<file path="src/rtl/multicycle_ctrl.sv">
// Multicycle LEGv8 control unit: FSM driving datapath strobes and mux selects for LDUR/STUR/CBZ/R-type.
// Outputs are decoded combinationally from state; memory states stall on mem_ready when USE_MEM_READY=1.
module multicycle_ctrl #(
  parameter bit USE_MEM_READY = 1'b1
) (
  input  logic        clk,
  input  logic        reset,
  input  logic [10:0] Op,
  input  logic        Zero,
  input  logic        mem_ready,
  output logic        PCWrite,
  output logic        IRWrite,
  output logic        RegWrite,
  output logic        MemRead,
  output logic        MemWrite,
  output logic        IorD,
  output logic        MemtoReg,
  output logic        Reg2Loc,
  output logic        PCSrc,
  output logic        ALUSrcA,
  output logic [1:0]  ALUSrcB,
  output logic [1:0]  ALUOp,
  output logic [3:0]  state,
  output logic        illegal_op,
  output logic [31:0] instr_count
);

  typedef enum logic [3:0] {
    FETCH  = 4'd0,
    DECODE = 4'd1,
    MEMADR = 4'd2,
    MEMRD  = 4'd3,
    MEMWB  = 4'd4,
    MEMWR  = 4'd5,
    EXEC_R = 4'd6,
    ALUWB  = 4'd7,
    BRANCH = 4'd8
  } state_t;

  localparam logic [10:0] OP_LDUR = 11'b11111000010;
  localparam logic [10:0] OP_STUR = 11'b11111000000;
  localparam logic [7:0]  OP_CBZ  = 8'b10110100;
  localparam logic [10:0] OP_ADD  = 11'b10001011000;
  localparam logic [10:0] OP_SUB  = 11'b11001011000;
  localparam logic [10:0] OP_AND  = 11'b10001010000;
  localparam logic [10:0] OP_ORR  = 11'b10101010000;

  state_t      state_q, state_d;
  logic [31:0] count_q;
  logic        mr;
  logic        is_ldur, is_stur, is_cbz, is_rtype;
  logic        retire;

  logic        pcwrite_c, irwrite_c, regwrite_c, memread_c, memwrite_c;
  logic        iord_c, memtoreg_c, reg2loc_c, pcsrc_c, alusrca_c, illegal_c;
  logic [1:0]  alusrcb_c, aluop_c;

  assign mr       = USE_MEM_READY ? mem_ready : 1'b1;
  assign is_ldur  = (Op == OP_LDUR);
  assign is_stur  = (Op == OP_STUR);
  assign is_cbz   = (Op[10:3] == OP_CBZ);
  assign is_rtype = (Op == OP_ADD) || (Op == OP_SUB) || (Op == OP_AND) || (Op == OP_ORR);

  always_ff @(posedge clk or posedge reset) begin
    if (reset) begin
      state_q <= FETCH;
      count_q <= 32'd0;
    end else begin
      state_q <= state_d;
      if (retire) count_q <= count_q + 32'd1;
    end
  end

  always_comb begin
    state_d    = state_q;
    retire     = 1'b0;
    pcwrite_c  = 1'b0;
    irwrite_c  = 1'b0;
    regwrite_c = 1'b0;
    memread_c  = 1'b0;
    memwrite_c = 1'b0;
    iord_c     = 1'b0;
    memtoreg_c = 1'b0;
    reg2loc_c  = 1'b0;
    pcsrc_c    = 1'b0;
    alusrca_c  = 1'b0;
    alusrcb_c  = 2'b00;
    aluop_c    = 2'b00;
    illegal_c  = 1'b0;

    case (state_q)
      FETCH: begin
        memread_c = 1'b1;
        alusrcb_c = 2'b01;
        irwrite_c = mr;
        pcwrite_c = mr;
        if (mr) state_d = DECODE;
      end
      DECODE: begin
        alusrcb_c = 2'b11;
        reg2loc_c = is_stur || is_cbz;
        if (is_ldur || is_stur) state_d = MEMADR;
        else if (is_rtype)      state_d = EXEC_R;
        else if (is_cbz)        state_d = BRANCH;
        else begin
          illegal_c = 1'b1;
          state_d   = FETCH;
        end
      end
      MEMADR: begin
        alusrca_c = 1'b1;
        alusrcb_c = 2'b10;
        reg2loc_c = is_stur;
        state_d   = is_stur ? MEMWR : MEMRD;
      end
      MEMRD: begin
        iord_c    = 1'b1;
        memread_c = 1'b1;
        if (mr) state_d = MEMWB;
      end
      MEMWB: begin
        regwrite_c = 1'b1;
        memtoreg_c = 1'b1;
        retire     = 1'b1;
        state_d    = FETCH;
      end
      MEMWR: begin
        iord_c     = 1'b1;
        memwrite_c = 1'b1;
        reg2loc_c  = 1'b1;
        if (mr) begin
          retire  = 1'b1;
          state_d = FETCH;
        end
      end
      EXEC_R: begin
        alusrca_c = 1'b1;
        aluop_c   = 2'b10;
        state_d   = ALUWB;
      end
      ALUWB: begin
        regwrite_c = 1'b1;
        retire     = 1'b1;
        state_d    = FETCH;
      end
      BRANCH: begin
        reg2loc_c = 1'b1;
        alusrca_c = 1'b1;
        aluop_c   = 2'b01;
        pcsrc_c   = 1'b1;
        pcwrite_c = Zero;
        retire    = 1'b1;
        state_d   = FETCH;
      end
      default: state_d = FETCH;
    endcase
  end

  // Reset masks every strobe so FETCH's MemRead is not visible while held in reset.
  always_comb begin
    PCWrite    = pcwrite_c  & ~reset;
    IRWrite    = irwrite_c  & ~reset;
    RegWrite   = regwrite_c & ~reset;
    MemRead    = memread_c  & ~reset;
    MemWrite   = memwrite_c & ~reset;
    IorD       = iord_c     & ~reset;
    MemtoReg   = memtoreg_c & ~reset;
    Reg2Loc    = reg2loc_c  & ~reset;
    PCSrc      = pcsrc_c    & ~reset;
    ALUSrcA    = alusrca_c  & ~reset;
    ALUSrcB    = alusrcb_c  & {2{~reset}};
    ALUOp      = aluop_c    & {2{~reset}};
    illegal_op = illegal_c  & ~reset;
  end

  assign state       = state_q;
  assign instr_count = count_q;

endmodule
</file>
<file path="config.mk">
export PLATFORM = sky130hd
export DESIGN_NAME = multicycle_ctrl
export DESIGN_NICKNAME = d
export VERILOG_FILES = /design/src/rtl/multicycle_ctrl.sv
export SDC_FILE = /design/constraint.sdc
export NUM_CORES = 1
export LEC_CHECK = 0
export ABC_CLOCK_PERIOD_IN_PS = 4500
export CORE_ASPECT_RATIO = 1.75
export CORE_UTILIZATION = 50
export CTS_BUF_LIST = sky130_fd_sc_hd__clkbuf_8
export DETAILED_ROUTE_END_ITERATION = 6
export PLACE_DENSITY = 0.86
export SYNTH_ARGS = -nofsm -noshare
export SYNTH_HDL_FRONTEND = slang
export SYNTH_SLANG_ARGS = --single-unit
</file>
<file path="constraint.sdc">
create_clock -name clk -period 4.5 [get_ports clk]
set_input_delay 0.675 -clock clk [delete_from_list [all_inputs] [get_ports clk]]
set_output_delay 0.675 -clock clk [all_outputs]
set_load 0.03 [all_outputs]
</file>
# Word-level counts from Yosys, hierarchy flattened
# Cells that the tools add are included.
[classes] n_reduce_logical=13 n_div=0 bitwise_logic=14 shift=0 order_cmp=0 n_mul=0 n_mux=26 n_eq_ne=18 addsub=1
[ops] cell="$eq 11x11->1 const B" count=6
[ops] cell="$add 32x1->32 const B" count=1
[ops] cell="$mux 4" count=6
[ops] cell="$pmux 4 s6" count=1
[ops] cell="$eq 4x3->1 const B" count=4
[ops] cell="$mux 1" count=13
[ops] cell="$and 1x1->1" count=11
[ops] cell="$eq 4x2->1 const B" count=2
[ops] cell="$eq 8x8->1 const B" count=1
[ops] cell="$reduce_or 2->1" count=4
[ops] cell="$ne 2x2->1 const B" count=3
[ops] cell="$pmux 2 s3" count=1
[ops] cell="$reduce_or 3->1" count=2
[ops] cell="$logic_or 1x1->1" count=5
[ops] cell="$and 2x2->2" count=2
[ops] cell="$eq 4x1->1 const B" count=1
[ops] cell="$eq 4x4->1 const B" count=1
[ops] cell="$logic_not 4->1" count=1
[ops] cell="$pmux 1 s2" count=2
[ops] cell="$pmux 2 s2" count=1
[ops] cell="$mux 3" count=1
[ops] cell="$pmux 1 s3" count=1
[ops] cell="$reduce_and 3->1" count=1
[ops] cell="$not 1->1" count=1
[totals] latchBits=0 rom_bits=0 output_inout_bits=51 in_bits=15 ram_bits=0 wordCells=74 mem_count=0 regBits=36

# Logic depth before layout (Yosys ltp)
[logic_depth] depth_word=8 mapped_depth=6 ltp_nobuf=5

# Worst setup path before layout
# OpenSTA, ideal clock, no wires.
[synth_timing] path_kind="flip-flop to output port" start="reg state_q[2] (netlist: state[2])" end="out ALUOp[0]" arrival_time_ns=2.218 path_stages_with_launch=5 n_path_buf=2 setup_slack_ns=1.607 required_time_ns=3.825 path_cell_list="dfrtp_1 -> clkbuf_1 -> or3_1 -> nor3_1 -> buf_4"
[synth_via] elab_chain_len=3 word_cells_on_any_way=4 classes_between="2 x eq/ne; 1 x mux; 1 x bitwise"
[synth_lines] item="from (decl)" line="48" rtl="state_t state_q, state_d;"
[synth_lines] item="from (signal assigned)" line="69" rtl="state_q <= state_d;"
[synth_lines] item="$eq 4x4->1 or $eq 4x3->1 (tied branches)" line="91" rtl="case (state_q)"
[synth_lines] item="$pmux 2 s2 *" line="91"
[synth_lines] item="$and 2x2->2 *" line="172" rtl="ALUOp = aluop_c & {2{~reset}};"
[synth_lines] item="to (decl)" line="22" rtl="output logic [1:0] ALUOp,"
# Every way passes the cells marked *; elsewhere a longest branch is shown, timed or not.

# Worst setup path after layout
[layout_timing] start="in Op[5]" end="out Reg2Loc"
[layout_via] elab_chain_len=4 word_cells_on_any_way=5 classes_between="2 x eq/ne; 1 x mux; 1 x bitwise; 1 x reduce/logical"
[layout_lines] item="from (decl)" line="8" rtl="input logic [10:0] Op,"
[layout_lines] item="$eq 11x11->1 or $eq 8x8->1 (tied branches)" line="60, 61"
[layout_lines] item="$logic_or 1x1->1" line="101" rtl="reg2loc_c = is_stur || is_cbz;"
[layout_lines] item="$pmux 1 s3 *" line="91"
[layout_lines] item="$and 1x1->1 *" line="168" rtl="Reg2Loc = reg2loc_c & ~reset;"
[layout_lines] item="to (decl)" line="18" rtl="output logic Reg2Loc,"
# Marked as above.

==> results.py <==
metrics = {
    "global_routing": {
        "grtUsageTotal_pct": 23.7,
        "grt_max_degree": 37,
        "antenna_found_initial": 0,
        "grt_pass1_wl_mm": 7.51,
        "grt_pass1_vias": 1658,
        "grt.overflow.total": 0,
    },
    "sta": {
        "fin_tns_setup_ns": 0,
        "rsz0062_at_grt": "no",
        "drv_slew": 0,
        "relSlewSlack_pct": 65.6,
        "max_freq_ghz": 0.271,
        "skew_ns": 0.0106,
        "hold_viol_final": 0,
        "setup-violations-final": 0,
        "worst_slack_ns": 0.806,
        "worstMarginPinSlew_ns": 0.508,
        "layout_min_cycle_time_ns": 3.69,
        "fin_crit_sh_pct": 82.1,
    },
    "setup_path": {
        "endpoint_kind": "primary output",
        "path_buf_inv": 2,
        "critPathMaxStageDelay_ns": 0.67,
        "r2r_cells": 5,
        "start_kind": "input pin",
        "reg2reg_to": "instr_count[16]$_DFFE_PP0P_",
        "path_delay_family": "buffers and inverters",
        "path_class": "in2out",
        "critical_path.reg2reg.startpoint": "state[0]$_DFFE_PP0P_",
        "cpMaxStageDelayCell": "clkdlybuf4s50_1",
        "path_cells": "clkdlybuf4s50_1 -> nor4b_1 -> nand2b_1 -> a2bb2oi_1 -> o32a_1 -> nor2_1 -> clkdlybuf4s50_1",
        "cp_common_cell": "clkdlybuf4s50_1",
        "arrival_ns": 3.02,
        "reg2reg_slack_ns": 2.28,
        "required_ns": 3.83,
        "cp_max_fo": 4,
    },
    "min_path": {
        "min-delay-start": "instr_count[31]$_DFFE_PP0P_",
        "holdPathEnd": "instr_count[31]$_DFFE_PP0P_",
        "hold_depth": 1,
        "hold_path.class": "reg2reg",
    },
    "job": {
        "drv_cap": 0,
    },
    "die": {
        "rows": 29,
        "initial_core_util_pct": 53.2,
        "io_pins": 66,
        "core_area_mm2": 0.00366,
        "die_width_um": 49.2,
        "dieHeight_um": 84.6,
        "dieArea_mm2": 0.00416,
    },
    "synthesis": {
        "yosys-top-cells-area": "dfrtp_1 46%, xnor2_1 11%, nand2_1 4.2%",
        "yosysSeqAreaShare_pct": 46.2,
        "yosysMostFrequentCell": "dfrtp_1",
        "ys_warn_count": 0,
        "async_reset_ff_share_pct": 100,
        "synth_common_cells": "36 x dfrtp_1, 24 x xnor2_1, 22 x nand2_1",
        "syn_avg_cell_area_um2": 9.90,
        "synth_ff_type": "dfrtp_1",
        "ys_ff_latch": 36,
        "yosysTopAreaCell": "dfrtp_1",
        "synth_nets": 213,
        "synth_top_cell_area_share_pct": 46.2,
        "synthCells": 197,
        "synth_cell_types": 38,
        "netlist_area_mm2": 0.00195,
        "synth_edf_count": 0,
    },
    "pwr": {
        "peakVddDrop_mv": 0.226,
        "p_per_area_mw_per_mm2": 243,
        "leakagePower_uw": 0.00114,
    },
    "placed_design": {
        "io_buffers": 65,
        "dpl.hpwl_mm": 3.39,
        "globalplace.congestion": 0.863,
        "post-place-ws_ns": 0.782,
    },
    "clocking": {
        "ctsHoldBuffers": 0,
        "cts_max_level": 2,
        "cts_buffers": 5,
        "cts_buffer_depth": 2,
        "insertion_delay_ns": 0.30,
        "cts.clk_slew.worst_paths_ns": 0.07,
        "cts-root-buf": "clkbuf_8",
        "post-cts-setup-buffers": 0,
        "cts_resized": 0,
        "cts_tree": "yes",
        "cts.sinks": 36,
    },
    "cells_and_area": {
        "finalNetCount": 280,
        "drive_above_1_share_pct": 6.79,
        "area_delta_synth_final_pct": 40.3,
        "antenna_cells": 0,
        "fillers": 269,
    },
    "drt": {
        "wire_per_inst_um": 14.5,
        "first_pass_iters": 4,
        "drtIter0Drc": 26,
        "vias_per_cell": 5.58,
        "totalWireLength_mm": 4.52,
        "ant_nets": 0,
        "via_count": 1734,
        "drc": 0,
    },
    "run_status": {
        "status": "finished clean",
    },
}
[placed cells by master (no fill, tap or decap), types with 2 or more instances in the layout]
master and instances:
and3_1 5, and4_1 4, clkbuf_8 6, nor3_1 11
nor3b_1 2, nor4_4 2, o21ai_0 4, nand2_1 22
xor2_1 8, a21oi_1 5, xnor2_1 24, nor2_1 16
nand2b_1 4, mux2i_1 2, nor4b_1 2, nand3_1 11
clkdlybuf4s50_1 65, nand4_1 9, inv_1 6, dfrtp_1 36
[per-stage QoR]
stage	hold slack (ns)	power, uW	util [%]	area [um2]	cells
finish	0.469	666	74.7	2740	311
global route	0.488	690	74.7	2740	311
CTS	0.476	667	74.7	2740	311
detailed placement	0.462	427	72.0	2640	303
global placement	0.461	425	72.0	2640	303
floorplan	0.654	386	-	1950	197
[layout make-up]
type	count	area, um2	area share [%]
clock inverters	2	13.8	0.503
clock buffers	6	82.6	3.02
well taps	46	57.6	2.10
inverters	6	22.5	0.823
flip-flops and latches	36	901	32.9
repair buffers	66	658	24.1
multi-input cells	149	1000	36.6
[how the worst max path moves through the flow]
stage,endpoint,slack (ns),depth (start not counted),from
final,Reg2Loc,0.81,7,Op[5]
after global routing,Reg2Loc,0.60,7,Op[5]
after CTS,Reg2Loc,0.78,7,Op[5]
after detailed placement,Reg2Loc,0.78,7,Op[5]
after global placement,Reg2Loc,0.83,7,Op[5]
after floorplan,ALUOp[0],1.61,4,state[2]$_DFFE_PP0P_
[per-layer routing]
layer  track usage (%)  vias up  wire length (um)
met1              25.1      836              1720
met5                 0        -                 0
met4              10.4        0               101
met2              43.0       64              2450
li1                  -      822                 -
met3              5.80       12               250
[where the power goes]
| part | total, uW | switching [uW] | leakage, uW | internal (uW) |
|---|---|---|---|---|
| sequential | 339 | 9.48 | 0.000497 | 329 |
| clock | 246 | 121 | 0.0000516 | 125 |
| combinational | 81.4 | 44.2 | 0.000591 | 37.2 |
[kinds of logic (layout without fill, tap and decap cells)]
kind of cell	Yosys count	in the layout	share of synthesized area [%]
DFF	36	36	46.2
muxes	3	3	1.60
AOI/OAI and AO/OA	14	14	5.58
xor gates and xnor gates	32	32	14.4
buffers and inverters	12	80	2.50
and+or+nand+nor	99	99	29.1
adders and majority gates	1	1	0.641
[sequential cells by signal, indices dropped and copies added (netlist names)]
register and flops:
instr_count 32, state 4
(Power assumes the default switching activity.)
